<file path="config.mk">
export PLATFORM = sky130hd
export DESIGN_NAME = reg_file_gen
export DESIGN_NICKNAME = d
export VERILOG_FILES = /design/src/rtl/reg_file_gen_pkg.sv /design/src/rtl/reg_file_rd_port.sv /design/src/rtl/reg_file_gen.sv
export SDC_FILE = /design/constraint.sdc
export NUM_CORES = 1
export LEC_CHECK = 0
export ABC_AREA = 1
export ABC_CLOCK_PERIOD_IN_PS = 9400
export CAP_MARGIN = 15
export CORE_ASPECT_RATIO = 1.4
export CORE_MARGIN = 4
export CORE_UTILIZATION = 40
export DETAILED_ROUTE_END_ITERATION = 6
export PLACE_DENSITY_LB_ADDON = 0.12
export SLEW_MARGIN = 30
export SYNTH_ARGS = -nofsm -noshare
export SYNTH_HDL_FRONTEND = slang
export SYNTH_SLANG_ARGS = --single-unit
export TNS_END_PERCENT = 5
</file>
<file path="constraint.sdc">
create_clock -name clk -period 9.4 [get_ports clk]
set_input_delay 0.94 -clock clk [delete_from_list [all_inputs] [get_ports clk]]
set_output_delay 0.94 -clock clk [all_outputs]
set_load 0.1 [all_outputs]
</file>
<file path="src/rtl/reg_file_gen_pkg.sv">
// Shared types and helpers for the reg_file_gen register file.
// Optional write-to-read bypass is enabled by defining REG_FILE_GEN_BYPASS_EN.
package reg_file_gen_pkg;

  typedef enum logic {ST_IDLE, ST_FLUSH} state_t;

  localparam int DEF_WIDTH  = 16;
  localparam int DEF_ADDR_W = 4;

  // Low bit of lane idx in a packed bus of w-bit lanes.
  function automatic int slice_lo(input int idx, input int w);
    return idx * w;
  endfunction

endpackage

</file>
<file path="src/rtl/reg_file_rd_port.sv">
// One combinational read port: storage mux, R0 masking and optional
// same-cycle write bypass (REG_FILE_GEN_BYPASS_EN).
module reg_file_rd_port
  import reg_file_gen_pkg::*;
#(
  parameter int WIDTH   = DEF_WIDTH,
  parameter int ADDR_W  = DEF_ADDR_W,
  parameter int R0_ZERO = 0,
  localparam int DEPTH  = 2**ADDR_W
) (
  input  logic [DEPTH-1:0][WIDTH-1:0] regs,
  input  logic [ADDR_W-1:0]           rd_addr,
  input  logic                        wr_acc,
  input  logic [ADDR_W-1:0]           wr_addr,
  input  logic [WIDTH-1:0]            wr_data,
  output logic [WIDTH-1:0]            rd_data
);

  logic [WIDTH-1:0] stored;

  assign stored = ((R0_ZERO != 0) && (rd_addr == '0)) ? '0 : regs[rd_addr];

`ifdef REG_FILE_GEN_BYPASS_EN
  // wr_acc already excludes the masked R0 write, so no extra R0 term here.
  assign rd_data = (wr_acc && (rd_addr == wr_addr)) ? wr_data : stored;
`else
  logic unused_byp;
  assign unused_byp = ^{wr_acc, wr_addr, wr_data};
  assign rd_data    = stored;
`endif

endmodule

</file>
<file path="src/rtl/reg_file_gen.sv">
// Parameterised register file with flush sequencer and N read ports.
// Define REG_FILE_GEN_BYPASS_EN for same-cycle write-to-read forwarding.
module reg_file_gen
  import reg_file_gen_pkg::*;
#(
  parameter int WIDTH   = DEF_WIDTH,
  parameter int ADDR_W  = DEF_ADDR_W,
  parameter int NUM_RD  = 2,
  parameter int NUM_DBG = 4,
  parameter int R0_ZERO = 0
) (
  input  logic                      clk,
  input  logic                      clear,
  input  logic                      wr_en,
  input  logic [ADDR_W-1:0]         wr_addr,
  input  logic [WIDTH-1:0]          wr_data,
  output logic                      wr_rej,
  input  logic [NUM_RD*ADDR_W-1:0]  rd_addr,
  output logic [NUM_RD*WIDTH-1:0]   rd_data,
  input  logic                      flush_req,
  output logic                      busy,
  output logic                      flush_done,
  output logic [NUM_DBG*WIDTH-1:0]  dbg_regs
);

  localparam int DEPTH = 2**ADDR_W;

  state_t                      state;
  logic [ADDR_W-1:0]           cnt;
  logic [DEPTH-1:0][WIDTH-1:0] mem;
  logic                        wr_acc;

  assign wr_acc = wr_en && (state == ST_IDLE) &&
                  !((R0_ZERO != 0) && (wr_addr == '0));

  always_ff @(posedge clk or posedge clear) begin
    if (clear) begin
      state      <= ST_IDLE;
      cnt        <= '0;
      mem        <= '0;
      busy       <= 1'b0;
      flush_done <= 1'b0;
      wr_rej     <= 1'b0;
    end else begin
      flush_done <= 1'b0;
      wr_rej     <= wr_en && (state == ST_FLUSH);
      case (state)
        ST_IDLE: begin
          // A write accepted alongside flush_req lands now and is swept later.
          if (wr_acc) mem[wr_addr] <= wr_data;
          if (flush_req) begin
            state <= ST_FLUSH;
            cnt   <= '0;
            busy  <= 1'b1;
          end
        end
        ST_FLUSH: begin
          mem[cnt] <= '0;
          cnt      <= cnt + 1'b1;
          if (&cnt) begin
            state      <= ST_IDLE;
            busy       <= 1'b0;
            flush_done <= 1'b1;
          end
        end
        default: state <= ST_IDLE;
      endcase
    end
  end

  for (genvar k = 0; k < NUM_RD; k++) begin : g_rd
    reg_file_rd_port #(
      .WIDTH   (WIDTH),
      .ADDR_W  (ADDR_W),
      .R0_ZERO (R0_ZERO)
    ) u_rd (
      .regs    (mem),
      .rd_addr (rd_addr[slice_lo(k, ADDR_W) +: ADDR_W]),
      .wr_acc  (wr_acc),
      .wr_addr (wr_addr),
      .wr_data (wr_data),
      .rd_data (rd_data[slice_lo(k, WIDTH) +: WIDTH])
    );
  end

  assign dbg_regs = mem[NUM_DBG-1:0];

endmodule
</file>
==> results.py, run 1 <==
metrics = {
    "status": {
        "outcome": "complete, but fails checks",
        "violations": "design-rule violations",
    },
    "floorplanning": {
        "core.rowCount": 85,
        "die_height_um": 243,
        "initial_utilization_pct": 40.8,
        "boundaryPins": 131,
        "die-width_um": 176,
        "floorplan.die_area_mm2": 0.0429,
        "placeableCoreArea_mm2": 0.0388,
    },
    "drt": {
        "dr.first_iter.drc_count": 1781,
        "detail_route.vias_per_cell": 5.75,
        "routedWlPerCell_um": 22.9,
        "met2_length_um": 28800,
        "drcViolationCount": 1,
        "drtPass1Iterations": 7,
        "ant_nets": 0,
        "wl_met1_um": 25300,
        "uppermost_routed_layer": "met4",
        "vias": 15400,
        "routed-wl-met3_um": 4830,
        "finalWirelength_um": 61500,
    },
    "sta": {
        "report.final.slew_viol_count": 0,
        "layout_worst_path_cycle_share_pct": 56.6,
        "timing.final.setup_violations": 0,
        "tightest_slew_ps": 1040,
        "unrepaired_setup_endpoints_after_global_routing": "no",
        "slew-limit-headroom_pct": 30.6,
        "clock.fmax_mhz": 188,
        "final_number_of_hold_violating_endpoints": 0,
        "setup_total_negative_slack_ps": 0,
        "post-route-worst-setup-slack_ps": 4080,
        "skew_ps": 17.6,
        "final.min_clock_period_ps": 5320,
    },
    "placement": {
        "portBuffers": 130,
        "place_congestion": 0.898,
        "final_hpwl_dp_um": 39000,
        "pre_cts_slack_ps": 4150,
        "numPlacedInstances": 2632,
    },
    "setup_path": {
        "worstSetupStartpointType": "input port",
        "worstPathMaxFanout": 69,
        "r2r_end": "mem[184]",
        "critPathKind": "in2out",
        "timing.reg2reg.worst_path_depth": 7,
        "setup.reg_to_reg.worst_slack_ps": 7000,
        "endpoint_kind": "output pin",
        "worst_ep_required_time_ps": 8460,
        "crit_arrival_ps": 4380,
        "reg2reg_from": "state",
    },
    "cts": {
        "cts-resized-gates": 0,
        "clock_tree.root_cell": "clkbuf_16",
        "clock_tree_from_tritoncts": "yes",
        "cts_buffer_depth": 3,
        "worstSkewPairLatency_ps": 570,
        "clock_pin_slew_of_the_registers_on_the_worst_case_setup_and_hold_paths_ps": 60,
        "postCtsHoldBufs": 0,
        "cts_max_level": 1,
        "clk_sinks": 264,
        "post_cts.repair.setup_buffers": 0,
        "cts_made_buffers": 29,
    },
    "min_path": {
        "hold_path_startpoint": "mem[163]",
        "hold_depth": 2,
        "timing.hold.worst.class": "reg2reg",
        "hold_path_end": "mem[163]",
    },
    "flow_run": {
        "max_cap_violations": 0,
    },
    "yosys": {
        "synth_seq_area_share_pct": 41.7,
        "unique_masters_post_synth": 23,
        "yosys_register_bits": 264,
        "synthesized_netlist_net_count": 2223,
        "syn_inst": 2186,
        "post_synth.cell_area_avg_um2": 7.24,
        "syn_area_mm2": 0.0158,
        "yosys_warnings": 0,
    },
    "global_route": {
        "globalRoute.totalOverflow": 0,
        "grt_max_degree": 127,
        "grt_antenna_before_repair": 0,
        "grt_first_pass_wirelength_um": 93300,
        "first_global_vias": 14800,
        "grt_util_all_layers_pct": 28.0,
    },
    "final_layout": {
        "drive_gt1_share_pct": 5.05,
        "filler_cell_count": 3942,
        "nets": 2178,
        "antenna_cells_inserted": 0,
        "finish.cell_count_without_fillers": 2681,
        "area.growth.synth_to_final_pct": 10.3,
    },
    "power": {
        "leak_nw": 8.87,
        "power_density_mw_per_mm2": 245,
        "irDropWorstVdd_v": 0.000137,
    },
}
## worst max-delay path, stage by stage
cell and delay, ps:
buf_4 630, inv_4 500, buf_4 500, nand2_1 150, nand3_1 80, nand3_1 120, nand3_1 90, nand2_1 160
clkdlybuf4s50_1 1160
## cells by family (layout without fill, tap and decap cells)
kind of cell | count (synthesis) | count (layout) | synth area share [%]
simple gates | 1135 | 1135 | 31.9
buf+inv | 519 | 492 | 15.7
flops | 264 | 264 | 41.7
compound gates | 263 | 263 | 10.2
fa+ha+maj | 5 | 5 | 0.395
## per-stage QoR
| step | util, % | hold slack (ps) | power [mW] | cell area [µm²] |
|---|---|---|---|---|
| floorplan | - | 501 | 2.77 | 15800 |
| global placement | 42.6 | 514 | 3.12 | 16500 |
| detailed placement | 42.6 | 523 | 3.13 | 16500 |
| CTS | 45.0 | 537 | 4.28 | 17500 |
| global route | 45.0 | 553 | 4.48 | 17500 |
| finish | 45.0 | 533 | 4.28 | 17500 |
## cells in the final DEF, fill, tap and decap left out, drive strengths merged, types with 2 or more instances in the layout
cell           netlist  layout
a21oi                3       3
buf                172      20
bufinv               0       2
clkbuf              50      40
clkdlybuf4s50        0     126
clkinv               0       8
dfrtp              264     264
ha                   5       5
inv                297     296
nand2              639     639
nand3              481     481
nor2                14      14
o21ai               19      19
o22ai              240     240
## cell type report
class	instances	area [µm²]	area share (%)
multi-input combinational	1403	6730	38.5
sequential	264	6610	37.8
timing repair buffer	146	1420	8.12
inverter	297	1140	6.51
clock buffer	40	817	4.68
tap	522	653	3.74
clock inverter	9	98.8	0.566
## worst max-delay path by stage
stage,start,to,slack (ps),depth (start not counted)
after global placement,rd_addr[2],rd_data[15],3930,7
after CTS,rd_addr[5],rd_data[24],4150,9
final,rd_addr[4],rd_data[21],4080,9
after global routing,rd_addr[4],rd_data[21],3980,9
after floorplan,clear,busy,1190,1
after detailed placement,rd_addr[4],rd_data[22],4150,9
## cells in the mapped netlist, drive strengths merged
library cell | count | area share (%)
o21ai | 19 | 0.60
clkbuf | 50 | 1.2
nand3 | 481 | 15
nand4 | 1 | 0.040
inv | 297 | 7.1
dfrtp | 264 | 42
nor2 | 14 | 0.57
buf | 172 | 7.5
ha | 5 | 0.40
nand2 | 639 | 16
o22ai | 240 | 9.5
a22o | 1 | 0.055
a21oi | 3 | 0.095
## sequential cells by signal, summed over array words and instances (netlist names)
register    flops
busy            1
cnt             4
dbg_regs       64
flush_done      1
mem           192
state           1
wr_rej          1
## power breakdown
| group | switching [mW] | internal (mW) |
|---|---|---|
| Combinational | 1.27 | 0.414 |
| Clock | 0.494 | 0.655 |
| Sequential | 0.0918 | 1.35 |
## per-layer routing
layer	track usage, %	vias to the layer above
met3	3.52	158
met2	45.0	807
met4	10.9	0
met1	38.5	7440
met5	0	-
li1	-	7006
No activity file was read; power rests on OpenSTA's default activity.
==> run 2: changes to the inputs <==
--- a/config.mk
+++ b/config.mk
@@ -6,7 +6,7 @@
 export NUM_CORES = 1
 export LEC_CHECK = 0
 export ABC_AREA = 1
-export ABC_CLOCK_PERIOD_IN_PS = 9400
+export ABC_CLOCK_PERIOD_IN_PS = 5300
 export CAP_MARGIN = 15
 export CORE_ASPECT_RATIO = 1.4
 export CORE_MARGIN = 4
==> constraint.sdc (replaced) <==
create_clock -name clk -period 5.3 [get_ports clk]
set_input_delay 0.53 -clock clk [delete_from_list [all_inputs] [get_ports clk]]
set_output_delay 0.53 -clock clk [all_outputs]
set_load 0.1 [all_outputs]
==> run 2 against run 1 <==
Compared with the run above:
- the flow now finishes without violations
- count of clock-buffer cells in the layout is 3 higher
- via count up 1.2%
- sequential share of layout area fell by 0.12 points
- setup slack got worse by 2400 ps
- critical path type unchanged
- critical endpoint is now rd_data[15]
- largest power group unchanged
==> results.py, run 2 (same netlist as run 1, synthesis figures left out) <==
metrics = {
    "setup_path": {
        "timing.critical_path.slowest_cell_delay_ps": 560,
        "worstPathMaxFanout": 67,
        "endpoint_kind": "output pin",
        "reg2reg_from": "state",
        "cpLargestDelayFamily": "buffers and inverters",
        "cpMaxStageDelayCell": "buf_4",
        "critPathKind": "in2out",
        "worstSetupStartpointType": "input port",
        "crit_arrival_ps": 3070,
        "worstPathBufferInverterCount": 4,
        "critPathLaunch": "rd_addr[0]",
        "worst_ep_required_time_ps": 4770,
        "crit_chain": "buf_4 -> inv_6 -> buf_4 -> nand2_1 -> nand3_1 -> nand3_1 -> nand3_1 -> nand2_1 -> buf_4",
    },
    "cts": {
        "cts_buffer_depth": 3,
        "clock_tree_from_tritoncts": "yes",
        "worstSkewPairLatency_ps": 600,
        "cts-resized-gates": 0,
        "clock_pin_slew_of_the_registers_on_the_worst_case_setup_and_hold_paths_ps": 60,
        "cts_made_buffers": 30,
        "post_cts.repair.setup_buffers": 0,
        "clk_sinks": 264,
        "postCtsHoldBufs": 0,
        "cts_max_level": 1,
        "clock_tree.root_cell": "clkbuf_16",
    },
    "power": {
        "power.share.combinational_pct": 38.8,
        "power_switching_share_pct": 43.6,
        "part_of_the_power_in_registers_pct": 33.1,
        "cellInternalPower_mw": 4.38,
        "p_switching_mw": 3.38,
        "clock_power_share_pct": 28.1,
        "irDropWorstVdd_v": 0.000320,
        "leak_nw": 8.98,
        "power_density_mw_per_mm2": 443,
    },
    "final_layout": {
        "drive_gt1_share_pct": 7.01,
        "layout.cells.most_common_list": "nand2_1 (607), nand3_1 (481), inv_1 (291)",
        "max_flop_register": "mem",
        "nets": 2183,
        "filler_cell_count": 4030,
        "seq_area_mm2": 0.00661,
        "multiInputGateArea_mm2": 0.00673,
        "largest_reg_flops": 192,
        "finish.cell_count_without_fillers": 2690,
        "layout_commonest_cell": "nand2_1",
        "antenna_cells_inserted": 0,
        "area.growth.synth_to_final_pct": 10.7,
    },
    "global_route": {
        "grt_antenna_before_repair": 0,
        "grt_max_degree": 146,
        "grt_util_all_layers_pct": 29.1,
        "globalRoute.totalOverflow": 0,
        "first_global_vias": 14900,
        "grt_first_pass_wirelength_um": 96000,
    },
    "drt": {
        "ant_nets": 0,
        "routedWlPerCell_um": 24.0,
        "vias": 15600,
        "finalWirelength_um": 64400,
        "detail_route.vias_per_cell": 5.80,
        "drtPass1Iterations": 7,
        "dr.first_iter.drc_count": 2044,
        "drcViolationCount": 0,
    },
    "sta": {
        "clock.fmax_mhz": 277,
        "final.min_clock_period_ps": 3600,
        "setup_total_negative_slack_ps": 0,
        "unrepaired_setup_endpoints_after_global_routing": "no",
        "layout_worst_path_cycle_share_pct": 68.0,
        "slew-limit-headroom_pct": 29.8,
        "tightest_slew_ps": 1050,
        "report.final.slew_viol_count": 0,
        "skew_ps": 33.8,
        "timing.final.setup_violations": 0,
        "final_number_of_hold_violating_endpoints": 0,
    },
    "floorplanning": {
        "placeableCoreArea_mm2": 0.0388,
        "core.rowCount": 85,
        "boundaryPins": 131,
        "initial_utilization_pct": 40.8,
        "die_height_um": 243,
        "die-width_um": 176,
        "floorplan.die_area_mm2": 0.0429,
    },
    "status": {
        "outcome": "finished clean",
    },
    "placement": {
        "portBuffers": 130,
        "final_hpwl_dp_um": 39000,
        "numPlacedInstances": 2636,
        "place_congestion": 0.883,
    },
    "flow_run": {
        "max_cap_violations": 0,
    },
    "min_path": {
        "timing.hold.worst.class": "in2async",
    },
}
[run 2: changes by cell type in the layout (fill, tap and decap cells not counted), sizes merged]
cell	previous run	this run
buf	20	56
clkdlybuf4s50	126	93
clkbuf	40	44
clkinvlp	0	2
clkinv	8	9
inv	296	295
[run 2: final timing paths]
kind                       depth (start not counted)  slack [ps]     endpoint
setup / recovery                                   9        1700  rd_data[15]
hold / removal                                     2         280      mem[79]
setup reg to reg                                   7        2660     mem[113]
hold reg to reg                                    2         530     mem[187]
max in group asynchronous                          3        3820     mem[145]
min in group clk                                   2         530     mem[187]
[run 2: cell type report]
type / count / area share, %
clock inverter: 11 / 0.700
sequential: 264 / 37.7
clock buffer: 43 / 5.08
multi-input combinational: 1403 / 38.4
tap: 522 / 3.73
inverter: 297 / 6.49
timing repair buffer: 150 / 7.86
[run 2: routing by layer]
layer | part of all wire [%] | GRT usage [%] | vias to the layer above
met1 | 40 | 39.1 | 7563
li1 | - | - | 7011
met5 | 0 | 0 | -
met3 | 8.9 | 4.95 | 158
met4 | 4.8 | 13.1 | 0
met2 | 46 | 46.1 | 871
[run 2: stage by stage]
step / instance area [µm²] / power, mW / utilization, % / hold WS (ps) / setup WS, ps
2_1_floorplan: 15800 / 4.91 / - / 501 / 1290
3_3_place_gp: 16500 / 5.55 / 42.5 / 515 / 1750
3_5_place_dp: 16500 / 5.58 / 42.5 / 524 / 1770
4_1_cts: 17500 / 7.76 / 45.1 / 271 / 1770
5_1_grt: 17500 / 8.10 / 45.1 / 294 / 1560
6_report: 17500 / 7.76 / 45.1 / 277 / 1700
[run 2: power groups by stage]
stage | registers (mW) | clock network [mW] | logic, mW
floorplan | 2.60 | 0 | 2.31
global placement | 2.59 | 0 | 2.95
detailed placement | 2.60 | 0 | 2.98
CTS | 2.57 | 2.20 | 2.99
global route | 2.60 | 2.28 | 3.23
finish | 2.57 | 2.18 | 3.02
